$ cat src/rtl/multi_digit_timer_pkg.sv
// Shared types and constants for the multi-digit timer.
package multi_digit_timer_pkg;

  localparam int DIGIT_W = 4;

  typedef enum logic [2:0] {
    ST_IDLE  = 3'd0,
    ST_RUN   = 3'd1,
    ST_PAUSE = 3'd2,
    ST_STOP  = 3'd3,
    ST_DONE  = 3'd4
  } state_e;

  // Out-of-range digits saturate at the top of the digit range.
  function automatic logic [DIGIT_W-1:0] clamp_digit(input logic [DIGIT_W-1:0] v,
                                                     input int modulus);
    logic [DIGIT_W-1:0] max_v;
    max_v = DIGIT_W'(modulus - 1);
    return (v > max_v) ? max_v : v;
  endfunction

endpackage

$ cat src/rtl/timer_digit.sv
// One mod-MOD up/down digit; wrap flags a carry/borrow into the next digit.
module timer_digit
  import multi_digit_timer_pkg::*;
#(
  parameter int MOD = 10
) (
  input  logic               clk,
  input  logic               srst,
  input  logic               en,
  input  logic               dir,
  input  logic               load,
  input  logic [DIGIT_W-1:0] load_val,
  output logic [DIGIT_W-1:0] value,
  output logic               wrap
);

  localparam logic [DIGIT_W-1:0] MAX_V = DIGIT_W'(MOD - 1);

  logic [DIGIT_W-1:0] value_q, value_d;

  always_comb begin
    value_d = value_q;
    if (load) begin
      value_d = load_val;
    end else if (en) begin
      if (dir) value_d = (value_q == MAX_V) ? '0 : value_q + 1'b1;
      else     value_d = (value_q == '0) ? MAX_V : value_q - 1'b1;
    end
  end

  always_ff @(posedge clk) begin
    if (srst) value_q <= '0;
    else      value_q <= value_d;
  end

  assign value = value_q;
  assign wrap  = en && (dir ? (value_q == MAX_V) : (value_q == '0));

endmodule

$ cat src/rtl/multi_digit_timer.sv
// Cascaded multi-digit up/down timer with run/pause/stop control.
// Optional AUTO_RELOAD_EN: terminal count reloads Init_value and keeps running.
module multi_digit_timer
  import multi_digit_timer_pkg::*;
#(
  parameter int NUM_DIGITS = 4,
  parameter int MOD        = 10
) (
  input  logic                          Clk,
  input  logic                          reset,
  input  logic                          set_time,
  input  logic                          start,
  input  logic                          pause,
  input  logic                          stop,
  input  logic                          tick,
  input  logic                          UpOrDown,
  input  logic [DIGIT_W*NUM_DIGITS-1:0] Init_value,
  output logic [DIGIT_W*NUM_DIGITS-1:0] Count,
  output logic                          carry,
  output logic                          busy,
  output logic                          done
);

  localparam logic [DIGIT_W-1:0] MAX_V  = DIGIT_W'(MOD - 1);
  localparam logic [DIGIT_W-1:0] PRE_UP = DIGIT_W'(MOD - 2);

  state_e state_q, state_d;
  logic   carry_q, carry_d;
  logic   step, load_en, clear;

  logic [DIGIT_W-1:0]    digit_val  [NUM_DIGITS];
  logic [DIGIT_W-1:0]    load_val   [NUM_DIGITS];
  logic [NUM_DIGITS-1:0] digit_en;
  logic [NUM_DIGITS-1:0] digit_wrap;
  logic [NUM_DIGITS-1:0] term_match;
  logic [NUM_DIGITS-1:0] pre_match;
  logic                  at_term, pre_term;
  logic                  unused_top_wrap;

  logic [DIGIT_W-1:0] term_digit, pre_digit;
  assign term_digit = UpOrDown ? MAX_V : '0;
  assign pre_digit  = UpOrDown ? PRE_UP : DIGIT_W'(1);

  genvar gi;
  generate
    for (gi = 0; gi < NUM_DIGITS; gi++) begin : g_digit
      assign load_val[gi] = clear ? '0
                                  : clamp_digit(Init_value[gi*DIGIT_W +: DIGIT_W], MOD);
      if (gi == 0) begin : g_lsd
        assign digit_en[gi]  = step;
        assign pre_match[gi] = (digit_val[gi] == pre_digit);
      end else begin : g_upper
        // Ripple: a digit steps only when every lower digit wraps this cycle.
        assign digit_en[gi]  = digit_wrap[gi-1];
        assign pre_match[gi] = term_match[gi];
      end
      assign term_match[gi] = (digit_val[gi] == term_digit);
      assign Count[gi*DIGIT_W +: DIGIT_W] = digit_val[gi];

      timer_digit #(.MOD(MOD)) u_digit (
        .clk      (Clk),
        .srst     (reset),
        .en       (digit_en[gi]),
        .dir      (UpOrDown),
        .load     (load_en),
        .load_val (load_val[gi]),
        .value    (digit_val[gi]),
        .wrap     (digit_wrap[gi])
      );
    end
  endgenerate

  // The counter never steps from terminal, so the top digit's wrap is unused.
  assign unused_top_wrap = digit_wrap[NUM_DIGITS-1];
  assign at_term  = &term_match;
  assign pre_term = &pre_match;

  always_comb begin
    state_d = state_q;
    carry_d = 1'b0;
    step    = 1'b0;
    load_en = 1'b0;
    clear   = 1'b0;
    if (set_time) begin
      state_d = ST_IDLE;
      load_en = 1'b1;
    end else begin
      case (state_q)
        ST_IDLE: begin
          if (!stop && !pause && start) state_d = ST_RUN;
        end
        ST_RUN: begin
          if (stop) begin
            state_d = ST_STOP;
            load_en = 1'b1;
            clear   = 1'b1;
          end else if (pause || !start) begin
            state_d = ST_PAUSE;
          end else if (tick) begin
            if (at_term) begin
`ifdef AUTO_RELOAD_EN
              load_en = 1'b1;
`else
              state_d = ST_DONE;
              carry_d = 1'b1;
`endif
            end else begin
              step = 1'b1;
              if (pre_term) begin
                carry_d = 1'b1;
`ifndef AUTO_RELOAD_EN
                state_d = ST_DONE;
`endif
              end
            end
          end
        end
        ST_PAUSE: begin
          if (stop) begin
            state_d = ST_STOP;
            load_en = 1'b1;
            clear   = 1'b1;
          end else if (!pause && start) begin
            state_d = ST_RUN;
          end
        end
        ST_STOP, ST_DONE: begin
          state_d = state_q;
        end
        default: state_d = ST_IDLE;
      endcase
    end
  end

  always_ff @(posedge Clk) begin
    if (reset) begin
      state_q <= ST_IDLE;
      carry_q <= 1'b0;
    end else begin
      state_q <= state_d;
      carry_q <= carry_d;
    end
  end

  assign carry = carry_q;
  assign busy  = (state_q == ST_RUN);
  assign done  = (state_q == ST_DONE);

endmodule

$ cat config.mk
export PLATFORM = sky130hd
export DESIGN_NAME = multi_digit_timer
export DESIGN_NICKNAME = d
export VERILOG_FILES = /design/src/rtl/multi_digit_timer_pkg.sv /design/src/rtl/timer_digit.sv /design/src/rtl/multi_digit_timer.sv
export SDC_FILE = /design/constraint.sdc
export NUM_CORES = 1
export LEC_CHECK = 0
export ABC_CLOCK_PERIOD_IN_PS = 1900
export CORE_ASPECT_RATIO = 0.5
export CORE_MARGIN = 2
export CORE_UTILIZATION = 51
export CTS_CLUSTER_SIZE = 12
export DETAILED_ROUTE_END_ITERATION = 8
export GPL_TIMING_DRIVEN = 0
export PLACE_DENSITY = 0.91
export SYNTH_ARGS = -nofsm -noshare
export SYNTH_HDL_FRONTEND = slang
export SYNTH_SLANG_ARGS = --single-unit
$ cat constraint.sdc
create_clock -name Clk -period 1.9 [get_ports Clk]
set_input_delay 0.19 -clock Clk [delete_from_list [all_inputs] [get_ports Clk]]
set_output_delay 0.19 -clock Clk [all_outputs]
set_load 0.1 [all_outputs]
### Word level (Yosys, flattened, before mapping)

Cells that the tools add are included.

| storage, ports and cells | value |
|---|---|
| bits in registers | 20 |
| input bits | 24 |
| output and inout port bits | 19 |

| operators by class | value |
|---|---|
| $add $sub $neg | 8 |
| order comparisons | 4 |
| equality and inequality tests | 17 |
| mux-type cells | 54 |
| bitwise operators | 3 |
| reduce and logical (&&, ||, !) cells | 26 |

Operators with widths:

| kind | number |
|---|---|
| $mux 4 | 30 |
| $mux 3 | 8 |
| $eq 4x4->1 | 5 |
| $add 4x1->4 const B | 4 |
| $eq 4x4->1 const B | 4 |
| $gt 4x4->1 const B | 4 |
| $logic_not 4->1 | 4 |
| $sub 4x1->4 const B | 4 |
| $mux 1 | 15 |
| $pmux 3 s4 | 1 |
| $reduce_and 4->1 | 2 |
| $reduce_bool 2->1 | 4 |
| $eq 3x2->1 const B | 2 |
| $logic_and 1x1->1 | 6 |
| $reduce_or 2->1 | 3 |
| $reduce_or 6->1 | 1 |
| $ne 5x2->1 const B | 1 |
| $reduce_and 5->1 | 1 |
| $ne 4x3->1 const B | 1 |
| $eq 3x1->1 const B | 1 |
| $eq 3x3->1 const B | 1 |
| $logic_not 1->1 | 3 |
| $logic_not 3->1 | 1 |
| $ne 3x3->1 const B | 1 |
| 3 further kinds | 5 |

### Logic depth before layout (Yosys ltp)

| logic depth | value |
|---|---|
| word-level depth | 14 |
| mapped depth | 8 |
| gate-level depth less buffers | 5 |

### Cells and area by module

Synthesis repeated with hierarchy kept, for this count alone.

| second synthesis, totals | value |
|---|---|
| cells, all modules | 227 |
| area total of the unflattened synthesis | 1764.2 um2 |

By module, submodules not included:

| module | times used | cells each | area each (um2) | sequential area each (um2) |
|---|---|---|---|---|
| timer_digit | 4 | 41 | 326.6 | 80.1 |
| multi_digit_timer | 1 | 63 | 457.9 | 80.1 |

### Worst setup path before layout

OpenSTA, ideal clock, no wires.

| path | value |
|---|---|
| path type | reg2reg |
| from | reg state_q[0] |
| to | reg g_digit[2].u_digit.value_q[1] |
| setup time | 0.073 ns |
| arrival time | 2.469 ns |
| required time | 1.827 ns |
| path slack | -0.642 ns |
| stages on the path, launching flop included | 8 |
| cells stage by stage | dfxtp_1 -> nor3b_4 -> and3_1 -> buf_6 -> o2111a_2 -> buf_6 -> mux2_2 -> nor3_2 |

| between the ends | value |
|---|---|
| longest elaborated chain between the ends | 6 |

RTL lines:

| item | RTL line | source |
|---|---|---|
| start: declaration | multi_digit_timer.sv:27 | `state_e state_q, state_d;` |
| start signal: assignment | multi_digit_timer.sv:140 | `state_q <= state_d;` |
| $eq 3x1->1 (*) | n/a |  |
| named net busy | multi_digit_timer.sv:20 | `output logic busy,` |
| $reduce_or 2->1 (no source line) or $mux 1 (tied branches) | n/a |  |
| $mux 1, on equally long branches | n/a |  |
| $mux 1 or $logic_and 1x1->1 (tied branches) | multi_digit_timer.sv:84, timer_digit.sv:37 |  |
| $mux 4 or $logic_and 1x1->1 (tied branches) | multi_digit_timer.sv:47, timer_digit.sv:37 |  |
| $mux 4 or $reduce_bool 2->1 (tied branches) | n/a |  |
| end signal: assignment | timer_digit.sv:33 | `else value_q <= value_d;` |
| end: declaration | timer_digit.sv:19 | `logic [DIGIT_W-1:0] value_q, value_d;` |

The timed path passes the listed nets; every way through them passes the cells marked *.
A chain may end at the register's enable or synchronous reset.

### Final worst setup path

| path | value |
|---|---|
| from | reg g_digit[3].u_digit.value_q[0] |
| to | reg g_digit[3].u_digit.value_q[3] |

| between the ends | value |
|---|---|
| longest elaborated chain between the ends | 12 |

RTL lines:

| item | RTL line | source |
|---|---|---|
| start: declaration | timer_digit.sv:19 |  |
| start signal: assignment | timer_digit.sv:33 |  |
| $eq 4x4->1 | multi_digit_timer.sv:57 | `assign term_match[gi] = (digit_val[gi] == term_digit);` |
| $reduce_and 4->1 | multi_digit_timer.sv:75 | `assign at_term = &term_match;` |
| $mux 1 | multi_digit_timer.sv:100 | `if (at_term) begin` |
| $mux 1 | multi_digit_timer.sv:99 | `end else if (tick) begin` |
| $mux 1 | multi_digit_timer.sv:97 | `end else if (pause \|\| !start) begin` |
| $mux 1 | multi_digit_timer.sv:93 | `if (stop) begin` |
| $mux 1 | multi_digit_timer.sv:88 | `case (state_q)` |
| $mux 1 | multi_digit_timer.sv:84 | `if (set_time) begin` |
| $logic_and 1x1->1 (3 in a row) | timer_digit.sv:37 | `assign wrap = en && (dir ? (value_q == MAX_V) : (value_q == '0));` |
| $reduce_bool 2->1 (no source line) | n/a |  |

Parallel ways exist; a longest one is shown, timed or not. The select of a mux whose other input is x is not followed.

==> results.py <==
metrics = {
    "critical_path": {
        "max_stage_delay_ns": 0.55,
        "crit_family": "compound AO/OA/AOI/OAI gates",
        "crit_chain": "buf_2, or4_1, a21oi_1, a221o_1, a22oi_1, a211oi_2",
        "critPathRequiredTime_ns": 2.08,
        "end_kind": "flop",
        "cp.buffers_inverters": 1,
        "worst-setup-path-type": "reg -> reg",
        "regToRegSetupSlack_ns": -0.04,
        "start_kind": "flop",
        "cp.depth": 6,
        "reg2regPathDepth": 6,
        "cp_data_arrival_time_ns": 2.12,
        "critPathMaxFanout": 10,
        "critPathSlowestCell": "or4_1",
    },
    "place": {
        "globalplace.congestion": 0.991,
        "place_ws_ns": -0.445,
        "port_buffers": 42,
        "placed_area_um2": 2420,
        "hpwl_mm": 4.16,
    },
    "floorplanning": {
        "num_rows": 15,
        "core-area_um2": 3510,
        "die_area_um2": 4280,
        "start_util_pct": 54.4,
        "dieHeight_um": 47.3,
        "die_x_um": 90.5,
        "design.portCount": 43,
    },
    "sta": {
        "hold_viol": 0,
        "period_share_pct": 102,
        "setup_viol": 1,
        "max_slew_margin_pct": 35.5,
        "maxSlewViolCount": 0,
        "fmax_mhz": 515,
        "timing.final.crit_period_ns": 1.94,
        "worst_slack_ns": -0.0403,
        "fin_setup_tns_ns": -0.0403,
        "worstMarginPinSlew_ns": 0.971,
        "fin_worst_skew_ns": 0.0121,
    },
    "synthesis": {
        "yosysWarnings": 0,
        "postSynthCellCount": 248,
        "yosysUniqueCellTypes": 67,
        "synth_compound_area_share_pct": 35.3,
        "synth-edff-count": 0,
        "seq_area_frac_synth_pct": 21.0,
        "synth_top_family_by_area": "compound AO/OA/AOI/OAI gates",
        "syn_avg_cell_area_um2": 7.70,
        "synth.area.mux_share_pct": 2.75,
        "synthAdderAreaFrac_pct": 0.524,
        "synth_area_um2": 1910,
        "synth_top_flop_cell": "dfxtp_1",
        "async_flop_share_pct": 0,
        "ys_seq_elements": 20,
        "synthXorXnorAreaFrac_pct": 2.75,
        "synth-simple-area-share_pct": 27.5,
        "syn_nets": 272,
    },
    "cts": {
        "cts_sinks": 20,
        "clk_path_buf_depth": 2,
        "cts_buffers": 3,
        "htreeDepth": 1,
        "cts-root-buf": "clkbuf_8",
        "cts_tree": "yes",
        "clk_pin_slew_ns": 0.09,
        "clk_latency_ns": 0.28,
    },
    "global_routing": {
        "antenna_found_initial": 0,
        "gr-total-overflow": 0,
        "grt_pass1_vias": 2085,
        "track_usage_pct": 27.8,
        "grt_max_degree": 12,
        "grt_pass1_wl_mm": 9.37,
    },
    "detailed_routing": {
        "drt-wirelength-per-cell_um": 18.0,
        "first_pass_iters": 5,
        "ant_nets": 0,
        "via_count": 2289,
        "drcViolationCount": 0,
        "avgViaCountPerCell": 6.60,
        "drt_wl_total_mm": 6.23,
        "drt_iter0_drc": 258,
    },
    "power_and_ir_drop": {
        "vdd_drop_max_mv": 0.240,
        "p_per_area_nw_per_um2": 562,
        "p_leak_nw": 1.02,
    },
    "final_layout": {
        "fin_area_um2": 2580,
        "nets": 321,
        "n_fill_cell": 266,
        "ff_latch_area_um2": 428,
        "syn_to_final_growth_pct": 35.4,
        "final_util_pct": 73.7,
        "multi_input_area_um2": 1410,
        "antenna_cells": 0,
        "drive_gt1_share_pct": 27.4,
    },
    "run": {
        "cap_violations": 0,
    },
    "hold_path": {
        "worstHoldPathType": "in -> reg",
        "hold-path-cell-count": 2,
    },
    "run_status": {
        "status": "finished with violations",
        "violations": "setup timing",
    },
}
==> path summary, 6_finish.rpt <==
check                                                 start                          end
worst max-delay path            g_digit[3].u_digit.value[0]  g_digit[3].u_digit.value[3]
worst min-delay path                                   stop                   state_q[0]
worst max register to register  g_digit[3].u_digit.value[0]  g_digit[3].u_digit.value[3]
worst min register to register  g_digit[1].u_digit.value[2]  g_digit[1].u_digit.value[2]
==> flip-flops by register name, indices dropped and copies added, names as in the netlist <==
register / flops
state_q: 3
g_digit.u_digit.value: 16
carry: 1
==> repair_timing <==
action                                  in CTS  in global routing
pin swaps                                    5                 12
resized for setup                           35                 19
endpoints found under the setup margin      25                 15
cloned                                       0                  1
buffers inserted                             2                  7
hold endpoints to repair                     0                  0
hold buffers                                 0                  0
==> final cells by class <==
| type | instances | share of cell area, % |
|---|---|---|
| sequential | 20 | 16.6 |
| tap | 51 | 2.47 |
| clock buffer | 4 | 1.74 |
| timing repair buffer | 52 | 18.2 |
| multi-input combinational | 189 | 54.4 |
| buffer | 16 | 4.40 |
| inverter | 15 | 2.18 |
==> placed cells by master, fill, tap and decap left out, types with 5 or more instances in the layout <==
cell / count
clkdlybuf4s50_1: 21
nand3_1: 16
dlygate4sd2_1: 16
inv_1: 15
nand2_1: 14
buf_4: 13
a21oi_1: 13
dfxtp_2: 13
o21ai_0: 12
nor2_1: 11
a211oi_1: 9
clkbuf_1: 5
buf_6: 5
==> worst register-to-register path: stages, from the launching register on <==
cell	delay [ns]
dfxtp_2	0.34
buf_2	0.19
or4_1	0.55
a21oi_1	0.21
a221o_1	0.17
a22oi_1	0.09
a211oi_2	0.29
==> Yosys cell counts, drive strengths merged (5+ instances only) <==
master   n  share of area (%)
dfxtp   20                 21
nand3   16                4.2
inv     15                2.9
nor2    15                3.1
buf     14                5.4
nand2   14                2.8
o21ai   14                3.7
a21oi   13                3.4
a211oi  12                4.7
clkbuf  10                2.0
nor3     7                2.9
and2     5                1.8
o21a     5                2.0
==> logic make-up after synthesis <==
kind of cell / count (synthesis)
AND/OR/NAND/NOR: 89
flip-flops: 20
AO/OA/AOI/OAI: 88
buffers and inverters: 39
adder cells (fa/ha/maj): 1
multiplexers: 5
XOR/XNOR: 6
==> metrics by stage <==
step / hold slack, ns / instances / total power, mW
CTS: 0.510 / 347 / 1.40
finish: 0.330 / 347 / 1.45
global placement: 0.580 / 341 / 1.07
detailed placement: 0.604 / 341 / 1.09
floorplan: 0.247 / 248 / 0.923
global route: 0.337 / 347 / 1.51
==> metal layers <==
metal / share of wire [%] / vias to the layer above / global-route usage [%]
li1: - / 1041 / -
met1: 41 / 1063 / 33.9
met2: 47 / 165 / 49.6
met3: 11 / 20 / 7.06
met4: 1.7 / 0 / 11.4
met5: 0 / - / 0
==> report_power, final <==
group	internal [mW]	switching (mW)	leakage [nW]	total (mW)
logic	0.228	0.403	0.825	0.631
registers	0.446	0.0527	0.171	0.499
clock network	0.150	0.172	0.0228	0.322
(Power assumes the default switching activity.)
